## src/rtl/bcd_score_tracker.sv

```systemverilog
// BCD score counter with saturation, a high score that survives clear, and
// active-low 7-segment display drive for NUM_DIGITS digits.
// Optional build macro: LEADING_ZERO_BLANK_EN blanks HEX digits above the most
// significant non-zero digit of the displayed value (digit 0 always shown).
module bcd_score_tracker #(
   parameter int unsigned NUM_DIGITS = 4,
   parameter int unsigned EDGE_DET   = 1
) (
   input  logic                      Clock,
   input  logic                      Resetn,
   input  logic                      clear,
   input  logic                      score_event,
   input  logic [3:0]                points,
   input  logic                      show_high,
   output logic [4*NUM_DIGITS-1:0]   score_bcd,
   output logic [4*NUM_DIGITS-1:0]   high_bcd,
   output logic                      saturated,
   output logic                      new_high,
   output logic [7*NUM_DIGITS-1:0]   HEX
);

   localparam int unsigned W = 4 * NUM_DIGITS;

   logic [W-1:0] r_score;
   logic [W-1:0] r_high;
   logic         r_sat;
   logic         r_new_high;
   logic         r_event_q;

   logic         w_acc;
   logic [3:0]   w_pts;
   logic [W-1:0] w_sum;
   logic         w_carry_out;
   logic [W-1:0] w_sel;

   assign w_acc = (EDGE_DET != 0) ? (score_event & ~r_event_q) : score_event;
   assign w_pts = (points > 4'd9) ? 4'd9 : points;

   // Single-cycle decimal add with carry rippling through every digit
   always_comb begin : bcd_add
      logic [4:0] d;
      logic       c;
      w_sum       = '0;
      w_carry_out = 1'b0;
      c           = 1'b0;
      d           = '0;
      for (int i = 0; i < int'(NUM_DIGITS); i++) begin
         d = {1'b0, r_score[4*i +: 4]} + {4'b0000, c} + ((i == 0) ? {1'b0, w_pts} : 5'd0);
         if (d > 5'd9) begin
            d = d - 5'd10;
            c = 1'b1;
         end else begin
            c = 1'b0;
         end
         w_sum[4*i +: 4] = d[3:0];
      end
      w_carry_out = c;
   end

   // Live score, saturation flag and event edge register; clear drops any accept
   always_ff @(posedge Clock or negedge Resetn) begin
      if (!Resetn) begin
         r_score   <= '0;
         r_sat     <= 1'b0;
         r_event_q <= 1'b0;
      end else begin
         r_event_q <= score_event;
         if (clear) begin
            r_score <= '0;
            r_sat   <= 1'b0;
         end else if (w_acc) begin
            if (w_carry_out) begin
               r_score <= {NUM_DIGITS{4'h9}};
               r_sat   <= 1'b1;
            end else begin
               r_score <= w_sum;
            end
         end
      end
   end

   // High score trails the live score by one cycle; clear only resets the flag
   always_ff @(posedge Clock or negedge Resetn) begin
      if (!Resetn) begin
         r_high     <= '0;
         r_new_high <= 1'b0;
      end else begin
         if (r_score > r_high) begin
            r_high <= r_score;
         end
         if (clear) begin
            r_new_high <= 1'b0;
         end else if (r_score > r_high) begin
            r_new_high <= 1'b1;
         end
      end
   end

   assign score_bcd = r_score;
   assign high_bcd  = r_high;
   assign saturated = r_sat;
   assign new_high  = r_new_high;
   assign w_sel     = show_high ? r_high : r_score;

   function automatic logic [6:0] seg7(input logic [3:0] dig);
      logic [6:0] s;
      case (dig)
         4'd0:    s = 7'b1000000;
         4'd1:    s = 7'b1111001;
         4'd2:    s = 7'b0100100;
         4'd3:    s = 7'b0110000;
         4'd4:    s = 7'b0011001;
         4'd5:    s = 7'b0010010;
         4'd6:    s = 7'b0000010;
         4'd7:    s = 7'b1111000;
         4'd8:    s = 7'b0000000;
         4'd9:    s = 7'b0010000;
         default: s = 7'b1111111;
      endcase
      return s;
   endfunction

   // Per-digit segment decode of the selected value, with optional zero blanking
   always_comb begin : hex_decode
      logic upper_zero;
      HEX        = '1;
      upper_zero = 1'b1;
      for (int i = 0; i < int'(NUM_DIGITS); i++) begin
         HEX[7*i +: 7] = seg7(w_sel[4*i +: 4]);
      end
`ifdef LEADING_ZERO_BLANK_EN
      for (int i = int'(NUM_DIGITS) - 1; i >= 1; i--) begin
         upper_zero = upper_zero & (w_sel[4*i +: 4] == 4'd0);
         if (upper_zero) begin
            HEX[7*i +: 7] = 7'b1111111;
         end
      end
`else
      upper_zero = 1'b0;
`endif
   end

endmodule
```

## config.mk

```make
export PLATFORM = sky130hd
export DESIGN_NAME = bcd_score_tracker
export DESIGN_NICKNAME = d
export VERILOG_FILES = /design/src/rtl/bcd_score_tracker.sv
export SDC_FILE = /design/constraint.sdc
export NUM_CORES = 1
export LEC_CHECK = 0
export ABC_AREA = 1
export ABC_CLOCK_PERIOD_IN_PS = 4400
export CORE_ASPECT_RATIO = 0.5
export CORE_MARGIN = 2
export CORE_UTILIZATION = 45
export CTS_BUF_LIST = sky130_fd_sc_hd__clkbuf_2
export DETAILED_ROUTE_END_ITERATION = 8
export PLACE_DENSITY = 0.75
export SLEW_MARGIN = 20
export SYNTH_ARGS = -nofsm -noshare
export SYNTH_HDL_FRONTEND = slang
export SYNTH_SLANG_ARGS = --single-unit
export TNS_END_PERCENT = 30
```

## constraint.sdc

```tcl
create_clock -name Clock -period 4.4 [get_ports Clock]
set_input_delay 1.1 -clock Clock [delete_from_list [all_inputs] [get_ports Clock]]
set_output_delay 1.1 -clock Clock [all_outputs]
set_load 0.01 [all_outputs]
```

Word level (Yosys, flattened, before mapping) --
Memories as Yosys holds them, arrays and structs flattened. Cells that the tools add are included.
Word-level totals: memories 4, output and inout bits 62, ROM bits 448, bits in registers 35, input bits 9, logic and storage cells 47
Operators by class: magnitude comparators 6, mux-type cells 18, bitwise operators 2, reduce and logical (&&, ||, !) cells 4, $add $sub $neg 8
Memory list:
- (name not given) | words 16, width 7, rd ports 1, clocked after Yosys merged registers in 0, wr ports 0, RTL line 107 | case (dig)
- (name not given) | words 16, width 7, rd ports 1, clocked after Yosys merged registers in 0, wr ports 0, RTL line 107
- (name not given) | words 16, width 7, rd ports 1, clocked after Yosys merged registers in 0, wr ports 0, RTL line 107
- (name not given) | words 16, width 7, rd ports 1, clocked after Yosys merged registers in 0, wr ports 0, RTL line 107
Operators with widths (number):
- 2-to-1 mux 16 bit | 4
- > comparator 5 x 4 -> 1 bit, second input constant | 4
- 2-to-1 mux 4 bit | 5
- > comparator 16 bit | 1
- subtractor 4 bit, second input constant | 4
- adder 4 x 1 -> 5 bit | 3
- 2-to-1 mux 1 bit | 9
- nonzero test 2 bit | 3
- adder 4 x 4 -> 5 bit | 1
- > comparator 4 bit, second input constant | 1
- AND reduction 2 bit | 1
- AND 1 bit | 1
- NOT 1 bit | 1

Longest topological paths before layout --
word-level depth 17, gate-level depth with buffers 31, depth with buffers taken out 31

Least setup slack after synthesis --
No wires, ideal clock.
path type input to register, start point input port points[2], end point register r_score[1] (netlist: score_bcd[1]), arrival 5141 ps, stages on the path 30, slack -823 ps, buffers on the path 0, library setup time 83 ps, required time 4317 ps, path through o21ai_0 nand2_1 ha_1 inv_1 fa_1 xor2_1 nand2_1 nand3_1 nand2_1 ha_1 ha_1 xnor2_1 nand2_1 nand2_1 nand2_1 ha_1 ha_1 xnor2_1 nand2_1 nand2_1 nand2_1 ha_1 ha_1 xnor2_1 nand2_1 nand2_1 nand2_1 inv_2 nand3_1 o21ai_0
On the way: word-level cells in the longest chain between the ends 17, elaborated cells between the ends (all ways) 19, those cells by class 5 x add/sub; 5 x order compare; 9 x mux
Ends and longest elaborated chain:
- from (decl) | RTL line 13 | input logic [3:0] points,
- > comparator 4 bit | RTL line 37 | assign w_pts = (points > 4'd9) ? 4'd9 : points;
- 2-to-1 mux 4 bit * | RTL line 37
- adder 4 x 4 -> 5 bit * | RTL line 48 | d = {1'b0, r_score[4*i +: 4]} + {4'b0000, c} + ((i == 0) ? {1'b0, w_pts} : 5'd0);
- > comparator 5 x 4 -> 1 bit | RTL line 49 | if (d > 5'd9) begin
- 2-to-1 mux 1 bit | RTL line 49
- adder 4 x 1 -> 5 bit | RTL line 48
- > comparator 5 x 4 -> 1 bit | RTL line 49
- 2-to-1 mux 1 bit | RTL line 49
- adder 4 x 1 -> 5 bit | RTL line 48
- > comparator 5 x 4 -> 1 bit | RTL line 49
- 2-to-1 mux 1 bit | RTL line 49
- adder 4 x 1 -> 5 bit | RTL line 48
- > comparator 5 x 4 -> 1 bit | RTL line 49
- 2-to-1 mux 1 bit | RTL line 49
- 2-to-1 mux 16 bit * | RTL line 72 | if (w_carry_out) begin
- 2-to-1 mux 16 bit * | RTL line 71 | end else if (w_acc) begin
- 2-to-1 mux 16 bit * | RTL line 68 | if (clear) begin
- to (signal assigned) | RTL line 73 | r_score <= {NUM_DIGITS{4'h9}};
- to (signal assigned) | RTL line 76 | r_score <= w_sum;
- to (decl) | RTL line 24 | logic [W-1:0] r_score;
Every way passes the cells marked *; elsewhere a longest branch is shown, timed or not. The select of a mux whose other input is x is not followed. A chain may end at the register's enable or synchronous reset.

Final worst setup path --
Same ends and word-level chain as after synthesis.

==> flow_summary.json <==
{
  "status": "finished with violations",
  "violated_checks": "setup timing",
  "leakage_nw": 2.34,
  "worst_slack_ns": -0.161,
  "pwr_density_cell_nw_per_um2": 262,
  "yosysWarnings": 0,
  "track_usage": 0.208,
  "synth_nets": 507,
  "cts_root_buffer": "clkbuf_2",
  "maxCapViolCount": 0,
  "setup-violations-final": 16,
  "critical_path_required_ns": 4.72,
  "timing.setup.critical_path_class": "input port to flop",
  "path_clk_slew_ns": 0.19,
  "mappedNetlistArea_um2": 3280,
  "post_dp_cell_area_um2": 4340,
  "synth_area_leaders": "dfrtp_1, ha_1, nand2_1, inv_1, nand3_1",
  "cts-buffers-inserted": 5,
  "drtIter0Drc": 124,
  "tritoncts_num_sinks": 35,
  "placement.io_buffers": 70,
  "clk_latency_ns": 0.41,
  "final_wtd_congestion": 0.909,
  "synthToLayoutAreaGrowth_pct": 38.5,
  "worstPathMaxFanout": 7,
  "number_of_antenna_violations_at_the_first_check_in_global_routing": 0,
  "cts.htree.levels": 2,
  "core_um2": 6860,
  "die_x_um": 125,
  "num_rows": 21,
  "yosys.cell_types.count": 29,
  "floorplan.die.height_um": 64.4,
  "ir_drop_worst_vdd_uv": 172,
  "die_area_um2": 8030,
  "max_slew.worst_pin.slew_ns": 0.765,
  "wire_length_of_the_first_global_routing_pass_mm": 13.7,
  "clk_path_buf_depth": 2,
  "grt_overflow": 0,
  "tritoncts": "done",
  "ys_ff_latch": 35,
  "first_global_vias": 2900,
  "post-route-period-util": 1.04,
  "largest_net_degree_at_the_start_of_global_routing": 36,
  "achievable-frequency_ghz": 0.219,
  "synth_seq_area_share": 0.267,
  "route.met2.wl_mm": 3.70,
  "syn_area_per_cell_um2": 7.32,
  "wl_per_cell_um": 13.1,
  "finish.net_count": 607,
  "wirelength_met1_mm": 4.25,
  "postLayoutCellArea_um2": 4540,
  "route.met3.wl_um": 358,
  "final.fill_count": 602,
  "place_hpwl_mm": 6.43,
  "ff2ff_path_depth": 28,
  "initial_core_utilization": 0.478,
  "post_synth_inst_count": 448,
  "type_of_element_launching_the_critical_path": "input port",
  "period_needed_ns": 4.56,
  "post-route-drc-count": 0,
  "grt_setup_unrepaired": "yes",
  "hold_path.class": "flop to flop",
  "post_drt_via_cell_ratio": 5.00,
  "finish.utilization": 0.662,
  "crit_path_max_incr_delay_ns": 0.23,
  "cell_count_of_the_worst_hold_path": 2,
  "critPathCaptureType": "flop",
  "final_setup_skew_ns": 0.0216,
  "cts-hold-fix-buffers": 0,
  "drt.antenna.violating_nets": 0,
  "maxSlewViolCount": 0,
  "dp_worst_setup_slack_ns": -1.01,
  "yosys.area.top_type": "dfrtp_1",
  "drtPass1Iterations": 4,
  "timing.slew.headroom": 0.488,
  "via_count_of_the_routed_design": 3207,
  "io-pin-count": 71,
  "slowest_stage": "fa_2",
  "final_routed_wirelength_across_all_metal_layers_mm": 8.42,
  "layout-drive-gt1-share": 0.220,
  "netlist.area_leader.share": 0.267,
  "highest-signal-layer": "met4",
  "insertedDiodeCount": 0,
  "number_of_hold_violations_in_the_final_report": 0,
  "arrival_ns": 4.88
}
-- synthesized netlist by cell type --
| cell type | count |
|---|---|
| xnor2_1 | 4 |
| o21ai_2 | 14 |
| buf_12 | 1 |
| o31ai_1 | 4 |
| inv_1 | 59 |
| fa_1 | 1 |
| o21ai_0 | 24 |
| nand2_4 | 2 |
| a22o_1 | 1 |
| nand2_1 | 125 |
| o211ai_1 | 1 |
| buf_6 | 3 |
| clkbuf_1 | 3 |
| inv_2 | 10 |
| nor2_1 | 23 |
| buf_2 | 1 |
| dfrtp_1 | 35 |
| nand2_2 | 2 |
| o21ai_4 | 6 |
| nand3_2 | 1 |
| ha_1 | 49 |
| a21o_1 | 1 |
| xor2_1 | 2 |
| nand3_1 | 41 |
| nand4_1 | 1 |
| a21oi_1 | 13 |
| o21ai_1 | 18 |
| nor3_2 | 1 |
| a21oi_2 | 2 |
-- layout by cell type, fill, tap and decap left out, types with 4 or more instances in the layout --
master	netlist	layout
a21oi_1	13	9
a21oi_2	2	6
buf_4	0	29
clkbuf_2	0	6
clkdlybuf4s50_1	0	65
dfrtp_1	35	35
ha_1	49	41
ha_4	0	7
inv_1	59	55
inv_2	10	13
nand2_1	125	115
nand2_2	2	12
nand3_1	41	36
nand3_2	1	6
nor2_1	23	21
o21ai_0	24	19
o21ai_1	18	21
o21ai_2	14	15
o21ai_4	6	7
o31ai_1	4	4
-- per-stage QoR --
| stage | std cells | setup TNS (ns) | hold slack [ns] | power, W |
|---|---|---|---|---|
| CTS | 637 | -0.168 | 0.526 | 0.00118 |
| finish | 641 | -1.37 | 0.517 | 0.00119 |
| global placement | 622 | -13.90 | 0.484 | 0.00101 |
| detailed placement | 622 | -15.76 | 0.476 | 0.00101 |
| floorplan | 448 | -4.77 | 0.513 | 0.000783 |
| global route | 641 | -5.58 | 0.554 | 0.00128 |
-- cell type report --
cell class              instances  area, um^2  share of cell area
clock buffers                   5        25.0             0.00551
clock inverters                 3        20.0             0.00441
inverters                      69         262              0.0576
multi-input cells             336        2280               0.502
flip-flops and latches         35         876               0.193
well taps                      92         115              0.0253
repair buffers                101         963               0.212
-- layer usage --
layer  vias to the layer above  global-route usage
met2                        66               0.333
met4                         0              0.0492
met1                      1474               0.300
met5                         -                   0
li1                       1656                   -
met3                        11              0.0268
-- state kept, by name, indices dropped and copies added, names as in the netlist --
signal and count:
r_event_q 1, new_high 1, high_bcd 16, saturated 1, score_bcd 16
-- cells by family (layout without fill, tap and decap cells) --
logic type | count (synthesis) | in the layout | share of synthesized area
simple gates | 196 | 196 | 0.251
compound gates | 84 | 84 | 0.173
buf+inv | 77 | 178 | 0.100
fa+ha+maj | 50 | 50 | 0.193
flops | 35 | 35 | 0.267
xor+xnor | 6 | 6 | 0.0160
-- power breakdown --
part           internal, W  leakage [nW]  switching (W)
combinational     0.000258          1.83       0.000408
clock            0.0000376        0.0250       0.000121
sequential        0.000345         0.482      0.0000197
-- worst max-delay path, delay by kind of cell --
kind | cells | cell delay, ns
adder cells (fa/ha/maj) | 8 | 1.41
AND/OR/NAND/NOR | 14 | 1.18
XOR/XNOR | 3 | 0.49
buffers and inverters | 4 | 0.32
AO/OA/AOI/OAI | 3 | 0.38
-- worst paths after layout --
path / from / endpoint / slack (ns)
hold / removal: saturated / saturated / 0.52
setup / recovery: points[2] / score_bcd[1] / -0.16
setup reg to reg: score_bcd[0] / score_bcd[1] / 0.31
min in group asynchronous: Resetn / high_bcd[14] / 1.08
hold reg to reg: saturated / saturated / 0.52
max in group asynchronous: Resetn / score_bcd[3] / 2.99
-- what timing repair did --
item	CTS	global route
setup buffers	7	4
resized for setup	23	22
pin swaps	18	19
setup endpoints to repair	17	31
Note: power is estimated with default switching activity, not from simulation.
